[src/rtl/sdram_bist.sv]
// Built-in self-test engine for the SDRAM path: writes a pattern over an address
// window through the controller request interface, reads it back and reports mismatches.
module sdram_bist #(
    parameter int ADDR_W  = 24,
    parameter int DATA_W  = 16,
    parameter int ERR_W   = 24,
    parameter int TIMEOUT = 64,
    parameter int TO_W    = 7
) (
    input  logic              clk,
    input  logic              rst_n,
    input  logic              start,
    input  logic [1:0]        mode,
    input  logic [ADDR_W-1:0] addr_lo,
    input  logic [ADDR_W-1:0] addr_hi,
    output logic              busy,
    output logic              done,
    output logic              pass,
    output logic              timeout,
    output logic [ERR_W-1:0]  err_cnt,
    output logic [ADDR_W-1:0] first_err_addr,
    output logic [DATA_W-1:0] first_err_data,
    output logic              first_err_valid,
    output logic              rw,
    output logic              rw_en,
    output logic [ADDR_W-1:0] f_addr,
    output logic [DATA_W-1:0] f2s_data,
    input  logic [DATA_W-1:0] s2f_data,
    input  logic              s2f_data_valid,
    input  logic              ready
);

    localparam logic [2:0] S_IDLE    = 3'd0;
    localparam logic [2:0] S_WRITE   = 3'd1;
    localparam logic [2:0] S_RD_REQ  = 3'd2;
    localparam logic [2:0] S_RD_WAIT = 3'd3;
    localparam logic [2:0] S_DONE    = 3'd4;

    localparam logic [TO_W-1:0]   TO_LAST  = TO_W'(TIMEOUT - 1);
    localparam logic [ADDR_W-1:0] DW_AS_A  = ADDR_W'(DATA_W);

    // Address is resized to DATA_W first, so narrow addresses are zero-extended.
    function automatic logic [DATA_W-1:0] pattern(input logic [1:0] m, input logic [ADDR_W-1:0] a);
        logic [DATA_W-1:0] p;
        p = '0;
        case (m)
            2'd0:    p = ~DATA_W'(a);
            2'd1:    p = DATA_W'(a);
            2'd2:    p = DATA_W'(1) << (a % DW_AS_A);
            default: for (int i = 0; i < DATA_W; i++) p[i] = (i % 2 == 0) ^ a[0];
        endcase
        return p;
    endfunction

    logic [2:0]        state_q, state_d;
    logic [1:0]        mode_q, mode_d;
    logic [ADDR_W-1:0] lo_q, lo_d;
    logic [ADDR_W-1:0] hi_q, hi_d;
    logic [ADDR_W-1:0] addr_q, addr_d;
    logic [TO_W-1:0]   to_cnt_q, to_cnt_d;
    logic [ERR_W-1:0]  err_cnt_q, err_cnt_d;
    logic [ADDR_W-1:0] fe_addr_q, fe_addr_d;
    logic [DATA_W-1:0] fe_data_q, fe_data_d;
    logic              fe_valid_q, fe_valid_d;
    logic              pass_q, pass_d;
    logic              timeout_q, timeout_d;

    logic [DATA_W-1:0] pat;
    logic              issue;
    logic              mismatch;

    assign pat      = pattern(mode_q, addr_q);
    assign issue    = ready && (state_q == S_WRITE || state_q == S_RD_REQ);
    assign mismatch = (state_q == S_RD_WAIT) && s2f_data_valid && (s2f_data != pat);

    always_comb begin
        state_d    = state_q;
        mode_d     = mode_q;
        lo_d       = lo_q;
        hi_d       = hi_q;
        addr_d     = addr_q;
        to_cnt_d   = to_cnt_q;
        err_cnt_d  = err_cnt_q;
        fe_addr_d  = fe_addr_q;
        fe_data_d  = fe_data_q;
        fe_valid_d = fe_valid_q;
        pass_d     = pass_q;
        timeout_d  = timeout_q;

        case (state_q)
            S_IDLE: begin
                if (start) begin
                    mode_d     = mode;
                    lo_d       = addr_lo;
                    hi_d       = addr_hi;
                    err_cnt_d  = '0;
                    fe_addr_d  = '0;
                    fe_data_d  = '0;
                    fe_valid_d = 1'b0;
                    timeout_d  = 1'b0;
                    pass_d     = 1'b0;
                    if (addr_lo > addr_hi) begin
                        state_d = S_DONE;
                    end else begin
                        addr_d  = addr_lo;
                        state_d = S_WRITE;
                    end
                end
            end
            S_WRITE: begin
                if (ready) begin
                    if (addr_q == hi_q) begin
                        addr_d  = lo_q;
                        state_d = S_RD_REQ;
                    end else begin
                        addr_d = addr_q + 1'b1;
                    end
                end
            end
            S_RD_REQ: begin
                if (ready) begin
                    to_cnt_d = '0;
                    state_d  = S_RD_WAIT;
                end
            end
            S_RD_WAIT: begin
                // Data arriving on the final count still wins over the timeout.
                if (s2f_data_valid) begin
                    if (mismatch) begin
                        if (err_cnt_q != '1) err_cnt_d = err_cnt_q + 1'b1;
                        if (!fe_valid_q) begin
                            fe_addr_d  = addr_q;
                            fe_data_d  = s2f_data;
                            fe_valid_d = 1'b1;
                        end
                    end
                    if (addr_q == hi_q) begin
                        pass_d  = (err_cnt_q == '0) && !mismatch;
                        state_d = S_DONE;
                    end else begin
                        addr_d  = addr_q + 1'b1;
                        state_d = S_RD_REQ;
                    end
                end else if (to_cnt_q == TO_LAST) begin
                    timeout_d = 1'b1;
                    pass_d    = 1'b0;
                    state_d   = S_DONE;
                end else begin
                    to_cnt_d = to_cnt_q + 1'b1;
                end
            end
            S_DONE:  state_d = S_IDLE;
            default: state_d = S_IDLE;
        endcase
    end

    always_ff @(posedge clk or negedge rst_n) begin
        if (!rst_n) begin
            state_q    <= S_IDLE;
            mode_q     <= '0;
            lo_q       <= '0;
            hi_q       <= '0;
            addr_q     <= '0;
            to_cnt_q   <= '0;
            err_cnt_q  <= '0;
            fe_addr_q  <= '0;
            fe_data_q  <= '0;
            fe_valid_q <= 1'b0;
            pass_q     <= 1'b0;
            timeout_q  <= 1'b0;
        end else begin
            state_q    <= state_d;
            mode_q     <= mode_d;
            lo_q       <= lo_d;
            hi_q       <= hi_d;
            addr_q     <= addr_d;
            to_cnt_q   <= to_cnt_d;
            err_cnt_q  <= err_cnt_d;
            fe_addr_q  <= fe_addr_d;
            fe_data_q  <= fe_data_d;
            fe_valid_q <= fe_valid_d;
            pass_q     <= pass_d;
            timeout_q  <= timeout_d;
        end
    end

    // Request outputs are decoded from state so an async reset silences them at once.
    assign busy            = (state_q == S_WRITE) || (state_q == S_RD_REQ) || (state_q == S_RD_WAIT);
    assign done            = (state_q == S_DONE);
    assign pass            = pass_q;
    assign timeout         = timeout_q;
    assign err_cnt         = err_cnt_q;
    assign first_err_addr  = fe_addr_q;
    assign first_err_data  = fe_data_q;
    assign first_err_valid = fe_valid_q;
    assign rw_en           = issue;
    assign rw              = issue && (state_q == S_RD_REQ);
    assign f_addr          = issue ? addr_q : '0;
    assign f2s_data        = (issue && state_q == S_WRITE) ? pat : '0;

endmodule

[config.mk]
export PLATFORM = sky130hd
export DESIGN_NAME = sdram_bist
export DESIGN_NICKNAME = d
export VERILOG_FILES = /design/src/rtl/sdram_bist.sv
export SDC_FILE = /design/constraint.sdc
export NUM_CORES = 1
export LEC_CHECK = 0
export ABC_CLOCK_PERIOD_IN_PS = 4300
export CAP_MARGIN = 20
export CORE_UTILIZATION = 45
export DETAILED_ROUTE_END_ITERATION = 12
export GPL_TIMING_DRIVEN = 0
export PLACE_DENSITY = 0.71
export SLEW_MARGIN = 20
export SYNTH_ARGS = -nofsm -noshare
export SYNTH_HDL_FRONTEND = slang
export SYNTH_SLANG_ARGS = --single-unit
[constraint.sdc]
create_clock -name clk -period 4.3 [get_ports clk]
set_input_delay 0.86 -clock clk [delete_from_list [all_inputs] [get_ports clk]]
set_output_delay 0.86 -clock clk [all_outputs]
set_load 0.01 [all_outputs]
Word-level counts from Yosys, hierarchy flattened
Index checks and enable logic that the tools add are counted.
Storage, ports and cells
  flip-flop bits (word level): 151
  bits in latches: 0
  RAM bits: 0
  memory bits (read-only): 0
  input port bits: 71
  output and inout bits: 111
  word-level logic and storage cells: 116
  memories kept: 0
Cells by class
  add/subtract/negate cells: 3
  multiply operators: 0
  divide/modulo/power cells: 0
  magnitude comparators: 1
  eq/ne operators: 25
  shifts and indexed selects: 1
  multiplexer cells: 48
  bitwise gates (word level): 2
  reduce and logical (&&, ||, !) cells: 24
Operators with widths (count)
  24-bit 2-to-1 mux: 14
  24-bit one-hot mux with 2 select lines: 2
  16-bit 2-to-1 mux: 5
  24-bit one-hot mux with 3 select lines: 1
  24-bit by 1-bit adder with 24-bit output (second input constant): 2
  16-bit one-hot mux with 3 select lines: 1
  16-bit one-hot mux with 2 select lines: 1
  2-bit != test (second input constant): 13
  24-bit equality test: 1
  24-bit greater-than comparator: 1
  24-bit zero test: 1
  3-bit 2-to-1 mux: 8
  24-bit != test (second input constant): 1
  7-bit 2-to-1 mux: 3
  16-bit != test: 1
  16-bit NOT: 1
  4-bit AND reduction: 4
  1-bit by 4-bit left shift with 16-bit output (first input constant): 1
  5-bit AND reduction: 3
  7-bit one-hot mux with 2 select lines: 1
  3-bit one-hot mux with 4 select lines: 1
  1-bit 2-to-1 mux: 8
  7-bit by 1-bit adder with 7-bit output (second input constant): 1
  7-bit by 6-bit equality test with 1-bit output (second input constant): 1
  17 further kinds: 28

Longest topological paths before layout
Gate-level depths: netlist of the first run.
  depth after elaboration: 9
  mapped depth: 13
  gate-level depth less buffers: 10

Worst setup path after synthesis of the first run
No wires, ideal clock.
  kind: flip-flop to flip-flop
  from: register addr_q[0]
  to: register fe_addr_q[0], in the netlist first_err_addr[0]
  setup time: 125 ps
  data arrival time: 2999 ps
  path slack: 1175 ps
  cell stages (with the launch flop): 14
  cells stage by stage: dfrtp_1 clkbuf_1 buf_2 inv_2 ha_1 and4b_1 o221a_1 a221o_1 or3_1 a32oi_2 nand4_1 nand2_2 buf_12 mux2_4
Between the ends
  cells in the longest elaborated chain, start to end: 6
  elaborated cells on any way between the ends: 12
  classes of those cells: 2 x eq/ne; 1 x shift; 5 x mux; 2 x bitwise; 2 x reduce/logical
RTL lines
  from (decl): RTL line 59  | logic [ADDR_W-1:0] addr_q, addr_d;
  from (signal assigned): RTL line 176  | addr_q <= addr_d;
  1-bit by 4-bit left shift with 16-bit output, or another cell as far along: RTL line 49  | 2'd2: p = DATA_W'(1) << (a % DW_AS_A);
  16-bit one-hot mux with 3 select lines: RTL line 46  | case (m)
  16-bit != test: RTL line 74  | assign mismatch = (state_q == S_RD_WAIT) && s2f_data_valid && (s2f_data != pat);
  1-bit logical AND: RTL line 74
  2-bit != test (no source line)
  5-bit AND reduction (no source line)
  to (signal assigned): RTL line 179  | fe_addr_q <= fe_addr_d;
  to (decl): RTL line 62  | logic [ADDR_W-1:0] fe_addr_q, fe_addr_d;
Several ways; a longest one is shown, not always the timed one. The select of a mux whose other input is x is not followed.
A chain may end at the register's enable or synchronous reset.

Worst setup path after layout of the first run
  from: register state_q[0]
  to: output f2s_data[8]
Between the ends
  cells in the longest elaborated chain, start to end: 5
  elaborated cells on any way between the ends: 6
  classes of those cells: 2 x eq/ne; 1 x mux; 3 x reduce/logical
RTL lines
  from (decl): RTL line 55  | logic [2:0] state_q, state_d;
  from (signal assigned): RTL line 172  | state_q <= state_d;
  3-bit by 1-bit equality test with 1-bit output or 3-bit by 2-bit equality test with 1-bit output (tied branches): RTL line 73, 199
  1-bit logical OR: RTL line 73  | assign issue = ready && (state_q == S_WRITE || state_q == S_RD_REQ);
  1-bit logical AND: RTL line 73
  1-bit logical AND *: RTL line 199  | assign f2s_data = (issue && state_q == S_WRITE) ? pat : '0;
  16-bit 2-to-1 mux *: RTL line 199
  to (decl): RTL line 27  | output logic [DATA_W-1:0] f2s_data,
Mark *: on every way between the ends. The rest lies on a longest branch, timed or not.

==> results_dict.tcl, run 1 <==
set metrics [dict create \
    synth_compound_area_share_pct 16.1 \
    num_rows 53 \
    clk_pin_slew_worst_paths_ns 0.07 \
    p_seq_share_pct 28.6 \
    routedWlPerCell_um 18.7 \
    first_iter_violations 685 \
    synth_simple_gate_area_share_pct 23.1 \
    postSynthAreaPerCell_um2 8.47 \
    worstHoldPathType "input pin to async pin" \
    mappedNetlistNets 1240 \
    parity_gate_share_of_the_synthesized_area_counting_xor_and_xnor_cells_pct 3.37 \
    floorplan.initialDensity_pct 45.9 \
    finalSetupViolCount 0 \
    synth-seq-cells 151 \
    clock_power_share_pct 18.8 \
    worst_setup_path_start_kind "flip-flop" \
    power_switching_share_pct 42.9 \
    holdWs_ns 0.317 \
    post_route_cells_drive_above_1_share_pct 6.75 \
    result_of_the_run "finished clean" \
    slew_violations 0 \
    first_global_vias 8529 \
    switchingPower_mw 3.67 \
    crit_arrival_ns 3.26 \
    first_pass_drt_iterations 7 \
    clock_sink_count 151 \
    layout_common_cells "nand2_1 (202), clkdlybuf4s50_1 (179), dfrtp_1 (151), inv_1 (75), o21ai_0 (71)" \
    actual_slew_at_the_worst_max_slew_pin_ns 0.760 \
    dpl-instance-area_mm2 0.0118 \
    root_buffer "clkbuf_16" \
    final.fill_count 1940 \
    static-leakage-power_nw 5.55 \
    area_growth_syn_to_layout_pct 29.2 \
    cts_hold_buf 0 \
    cts_tree "done" \
    stdcell_area_mm2 0.0124 \
    grt_pass1_wl_um 47300 \
    internal_pwr_total_mw 4.89 \
    ir_drop_mv 0.329 \
    synth_cells 1136 \
    number_of_nets_with_antenna_violations_after_detailed_routing 0 \
    ys.warnings.count 0 \
    max_clock_freq_mhz 243 \
    final_net_count 1440 \
    grt_max_degree 99 \
    detailed_place_hpwl_um 23100 \
    maxCapViolations 0 \
    leading_cell_type_in_the_layout_fill_and_taps_excluded "nand2_1" \
    cts-htree-levels 4 \
    synthFlopType "dfrtp_1" \
    dp.cells 1592 \
    fp.dieArea_mm2 0.0220 \
    cp_slowest_stage_delay_ns 0.55 \
    synth-seq-area-share_pct 39.3 \
    timing.critical_path.required_ns 3.44 \
    clk_latency_ns 0.44 \
    worst_case_headroom_to_the_max_slew_limit_pct 49.3 \
    global_route.overflow_total 0 \
    fin_ws_ns 0.180 \
    time_the_final_worst_path_needs_with_i_o_delays_and_setup_ns 4.12 \
    fin_crit_sh_pct 95.8 \
    hold_violations 0 \
    via_count 9284 \
    globalplace.congestion 0.963 \
    fin_worst_skew_ns 0.0132 \
    synthAdderAreaFrac_pct 4.29 \
    muxShareOfSynthArea_pct 6.70 \
    power.density_mw_per_mm2 689 \
    worstPathMaxFanout 10 \
    numCtsBuffers 17 \
    critPathCaptureType "output pin" \
    antenna_cells 0 \
    ff_latch_area_mm2 0.00378 \
    grt_setup_unrepaired "no" \
    cp_cell_sequence "buf_2, nand2b_1, clkbuf_1, buf_1, nor2_2, nand3_1, nor2_1, clkdlybuf4s50_1" \
    layoutNonFillerInstCount 1624 \
    grt_usage_pct 27.9 \
    clk_path_buf_depth 2 \
    portBuffers 180 \
    synth_top_family_by_area "simple AND/OR/NAND/NOR gates" \
    totalWireLength_um 30400 \
    pre_cts_slack_ns 0.354 \
    floorplan.die.width_um 148 \
    post-cts-setup-buffers 0 \
    postSynth.asyncResetShare_pct 100 \
    critical_path.slowest_cell "clkdlybuf4s50_1" \
    critical_path_class "flip-flop to output pin" \
    synthesis.area_mm2 0.00962 \
    ioPinCount 182 \
    pwr-share-comb_pct 52.5 \
    drc 0 \
    dieHeight_um 148 \
    ys_types 74 \
    multiInputGateArea_mm2 0.00515 \
    number_of_antenna_violations_at_the_first_check_in_global_routing 0 \
    design.core.area_mm2 0.0210 \
    routed_via_density 5.72 \
    synth_enable_flop_cells 0 \
]
## critical path, delay by kind of cell, from the launching register on
| kind | cells | cell delay (ns) |
|---|---|---|
| flip-flops | 1 | 0.40 |
| AND/OR/NAND/NOR | 4 | 0.97 |
| buffers and inverters | 4 | 1.44 |
## final timing paths
kind | slack [ns] | endpoint | cells after the start | startpoint
min in group clk | 0.48 | lo_q[12] | 2 | lo_q[12]
worst max-delay path | 0.18 | f2s_data[8] | 8 | state_q[0]
worst min-delay path | 0.32 | first_err_data[2] | 1 | rst_n
worst min register to register | 0.48 | lo_q[12] | 2 | lo_q[12]
worst max register to register | 0.41 | first_err_addr[0] | 13 | addr_q[0]
max in group asynchronous | 3.12 | hi_q[13] | 2 | rst_n
## cells in the mapped netlist, drive strengths merged, types with 4 or more instances
library cell / n / share of area (%)
and3: 20 / 1.3
o2111ai: 4 / 0.36
or2: 4 / 0.26
nand4: 21 / 1.4
inv: 76 / 3.0
xnor2: 24 / 2.2
o22ai: 18 / 1.2
dfrtp: 151 / 39
buf: 33 / 2.4
nor3: 28 / 1.5
nand2: 203 / 7.9
or3: 7 / 0.46
nand2b: 6 / 0.39
a22oi: 5 / 0.44
nor2b: 8 / 0.52
nor3b: 8 / 0.62
mux2: 9 / 1.3
and2: 28 / 1.8
ha: 33 / 4.3
and4b: 5 / 0.52
o21a: 4 / 0.31
mux2i: 52 / 5.4
clkbuf: 46 / 1.8
nor4: 17 / 1.1
o31ai: 14 / 1.1
o21ai: 77 / 4.0
o21bai: 7 / 0.55
a221oi: 12 / 1.1
a31oi: 12 / 0.78
nor2: 60 / 2.3
a21oi: 41 / 2.2
a21o: 9 / 0.70
xor2: 13 / 1.2
o211ai: 9 / 0.70
nand3: 34 / 1.8
## power by group through the flow
stage,combinational (mW),sequential [mW],clock [mW]
after floorplan,2.71,2.43,0
after global placement,4.35,2.45,0
after detailed placement,4.42,2.46,0
after CTS,4.44,2.44,1.62
after global routing,4.88,2.51,1.68
final,4.49,2.45,1.61
## cells by family (layout without fill, tap and decap cells)
family | after synthesis | count (layout)
XOR/XNOR | 37 | 37
AND/OR/NAND/NOR | 462 | 462
AO/OA/AOI/OAI | 237 | 237
multiplexers | 61 | 61
flip-flops | 151 | 151
adder cells (fa/ha/maj) | 33 | 33
buffers and inverters | 155 | 368
## what timing repair did
action	CTS	global route
endpoints found under the hold margin	0	0
gates resized for setup	0	1
setup endpoints to repair	0	6
## registers in the layout, summed over array words and instances (netlist names)
name,cells
hi_q,24
to_cnt_q,7
first_err_valid,1
err_cnt,24
lo_q,24
state_q,3
addr_q,24
first_err_addr,24
mode_q,2
first_err_data,16
timeout,1
pass,1
## stage by stage
stage	utilization [%]	total power [mW]	setup TNS, ns
after floorplan	-	5.14	0
after global placement	56.1	6.80	-579.90
after detailed placement	56.3	6.88	0
after CTS	59.3	8.50	0
after global routing	59.3	9.08	0
final	59.3	8.56	0
## per-layer routing
layer	share of wire, %	vias to the layer above	wire length (um)	track usage (%)
met4	2.5	0	752	10.2
met1	45	4378	13700	40.7
met3	9.0	58	2750	5.00
li1	-	4378	-	-
met5	0	-	0	0
met2	44	470	13200	41.0
## final cells by class
| cell class | instances | area share, % |
|---|---|---|
| multi-input combinational | 830 | 41.5 |
| sequential | 151 | 30.4 |
| timing repair buffer | 181 | 14.8 |
| clock buffer | 17 | 3.42 |
| buffer | 79 | 3.22 |
| tap | 275 | 2.77 |
| inverter | 76 | 2.30 |
| clock inverter | 15 | 1.63 |
Power figures use the tool's default switching activity.
==> inputs of run 2 (changes only) <==
==> config.mk (replaced) <==
export PLATFORM = sky130hd
export DESIGN_NAME = sdram_bist
export DESIGN_NICKNAME = d
export VERILOG_FILES = /design/src/rtl/sdram_bist.sv
export SDC_FILE = /design/constraint.sdc
export NUM_CORES = 1
export LEC_CHECK = 0
export ABC_CLOCK_PERIOD_IN_PS = 3600
export CAP_MARGIN = 20
export CORE_UTILIZATION = 45
export DETAILED_ROUTE_END_ITERATION = 12
export GPL_TIMING_DRIVEN = 0
export PLACE_DENSITY = 0.73
export SLEW_MARGIN = 25
export SYNTH_ARGS = -nofsm -noshare
export SYNTH_HDL_FRONTEND = slang
export SYNTH_SLANG_ARGS = --single-unit
==> constraint.sdc (replaced) <==
create_clock -name clk -period 3.6 [get_ports clk]
set_input_delay 0.72 -clock clk [delete_from_list [all_inputs] [get_ports clk]]
set_output_delay 0.72 -clock clk [all_outputs]
set_load 0.01 [all_outputs]
==> run 2 against run 1 <==
  * The flow now finishes with violations (design-rule violations)
  * Final area grew 0.18%
  * First-iteration DRC count grew 25%
  * Count of clock-buffer cells in the layout grew 5
  * Power grew 19%
  * Hold slack lost 0.043 ns
  * Sequential share of layout area shrank 0.055 points
  * Core utilization grew 0.11 points
  * Largest power group unchanged
==> results_dict.tcl, run 2 (synthesized netlist as in run 1, its figures left out) <==
set metrics [dict create \
    antenna_cells 0 \
    time_the_final_worst_path_needs_with_i_o_delays_and_setup_ns 3.50 \
    maxCapViolations 0 \
    totalWireLength_um 30400 \
    num_rows 53 \
    worst_case_headroom_to_the_max_slew_limit_pct 47.4 \
    clk_latency_ns 0.43 \
    cp.buffers_inverters 2 \
    floorplan.initialDensity_pct 45.9 \
    routedWlPerCell_um 18.7 \
    worstHoldPathType "input pin to async pin" \
    grt_usage_pct 28.3 \
    hold_violations 0 \
    dp.cells 1592 \
    cts_hold_buf 0 \
    crit_arrival_ns 2.78 \
    fin_total_pwr_mw 10.2 \
    stdcell_area_mm2 0.0124 \
    first_iter_violations 856 \
    detailed_place_hpwl_um 23300 \
    global_route.overflow_total 0 \
    slew_violations 0 \
    globalplace.congestion 0.964 \
    pre_cts_slack_ns -0.291 \
    fin_crit_sh_pct 97.3 \
    fin_worst_skew_ns 0.00697 \
    finalSetupViolCount 0 \
    cts-htree-levels 4 \
    final_net_count 1438 \
    layout.core_utilization_pct 59.4 \
    max_clock_freq_mhz 286 \
    grt_pass1_wl_um 48200 \
    worst_setup_path_start_kind "input pin" \
    finalSetupTns_ns 0 \
    dpl-instance-area_mm2 0.0118 \
    portBuffers 180 \
    clk_path_buf_depth 2 \
    ir_drop_mv 0.336 \
    crit_top_cell "clkdlybuf4s50_1" \
    timing.critical_path.required_ns 2.88 \
    routed_via_density 5.72 \
    clock_sink_count 151 \
    fp.dieArea_mm2 0.0220 \
    clk_pin_slew_worst_paths_ns 0.06 \
    ff_latch_area_mm2 0.00378 \
    result_of_the_run "finished with violations" \
    floorplan.die.width_um 148 \
    dieHeight_um 148 \
    leading_cell_type_in_the_layout_fill_and_taps_excluded "nand2_1" \
    numCtsBuffers 17 \
    post-cts-setup-buffers 0 \
    first_pass_drt_iterations 9 \
    cp_slowest_stage_delay_ns 0.69 \
    worstPathMaxFanout 8 \
    via_count 9276 \
    post_route_cells_drive_above_1_share_pct 7.35 \
    layout_common_cells "nand2_1 (202), clkdlybuf4s50_1 (179), dfrtp_1 (151), inv_1 (75), o21ai_0 (70)" \
    ioPinCount 182 \
    cp_cell_sequence "clkdlybuf4s50_1, nor4b_2, clkdlybuf4s50_1" \
    first_global_vias 8820 \
    critPathCaptureType "output pin" \
    drc 2 \
    grt_max_degree 83 \
    fin_ws_ns 0.0976 \
    area_growth_syn_to_layout_pct 29.4 \
    cp_top_family "buffers and inverters" \
    actual_slew_at_the_worst_max_slew_pin_ns 0.788 \
    root_buffer "clkbuf_16" \
    critical_path.slowest_cell "clkdlybuf4s50_1" \
    number_of_antenna_violations_at_the_first_check_in_global_routing 0 \
    number_of_nets_with_antenna_violations_after_detailed_routing 0 \
    final.fill_count 1879 \
    grt_setup_unrepaired "no" \
    critical_path_class "input pin to output pin" \
    static-leakage-power_nw 5.55 \
    power.density_mw_per_mm2 816 \
    layoutNonFillerInstCount 1622 \
    design.core.area_mm2 0.0210 \
    cts_tree "done" \
    multiInputGateArea_mm2 0.00520 \
    holdWs_ns 0.274 \
    violations "design-rule violations" \
]
run 2: cell types whose count changed in the layout (fill, tap and decap cells not counted), moves of 2 or more:
cell and change:
clkbuf_1 -4, clkbuf_2 +3, clkbuf_8 +3, bufinv_16 -2, clkbuf_4 +2, nand3_1 -2
nand3_2 +2
run 2: worst reg2reg max path, cell delays in order (launching register included):
cell and delay, ns:
dfrtp_1 0.39, buf_4 0.27, inv_2 0.12, ha_1 0.26
and4b_1 0.24, o221a_1 0.22, a221o_1 0.25, or3_1 0.41
a32oi_4 0.29, nand4_1 0.20, nand2_4 0.21, buf_12 0.17
mux2_4 0.30
run 2: final timing paths:
| kind | from | end | slack [ns] | cells past startpoint |
|---|---|---|---|---|
| worst min-delay path | rst_n | first_err_addr[5] | 0.27 | 1 |
| worst max register to register | addr_q[0] | first_err_data[10] | 0.18 | 12 |
| worst max-delay path | ready | rw | 0.1 | 3 |
| worst min register to register | lo_q[5] | lo_q[5] | 0.48 | 2 |
| max in group asynchronous | rst_n | err_cnt[3] | 2.56 | 2 |
| min in group clk | lo_q[5] | lo_q[5] | 0.48 | 2 |
run 2: cell type report:
class                   count  area share (%)
plain buffers              77            3.27
clock buffers              22            3.81
clock inverters            10           0.965
inverters                  76            2.29
multi-input cells         830            41.8
flip-flops and latches    151            30.4
well taps                 275            2.76
repair buffers            181            14.7
run 2: layer usage:
| metal | GRT usage, % | routed length (um) | up-vias |
|---|---|---|---|
| met5 | 0 | 0 | - |
| met4 | 10.5 | 697 | 0 |
| met3 | 4.69 | 2500 | 50 |
| met2 | 43.0 | 13600 | 455 |
| met1 | 40.4 | 13600 | 4383 |
| li1 | - | - | 4388 |
run 2: power by group:
| group | leakage (nW) | switching (mW) | total, mW | internal (mW) |
|---|---|---|---|---|
| Sequential | 1.97 | 0.547 | 2.93 | 2.38 |
| Clock | 0.275 | 0.734 | 1.81 | 1.08 |
| Combinational | 3.31 | 3.10 | 5.42 | 2.32 |
| Total | 5.55 | 4.38 | 10.2 | 5.78 |
run 2: repair_timing:
action                     in CTS  in global routing
setup endpoints to repair     100                 86
resized for setup              12                 14
pin swaps                       0                  3
==> inputs of run 3 (changes only) <==
--- a/config.mk
+++ b/config.mk
@@ -9,6 +9,7 @@
 export CAP_MARGIN = 20
 export CORE_UTILIZATION = 45
 export DETAILED_ROUTE_END_ITERATION = 12
+export GPL_ROUTABILITY_DRIVEN = 1
 export GPL_TIMING_DRIVEN = 0
 export PLACE_DENSITY = 0.73
 export SLEW_MARGIN = 25
==> results of run 3 <==
The final DEF is identical to that of run 2; final timing and power are the same.
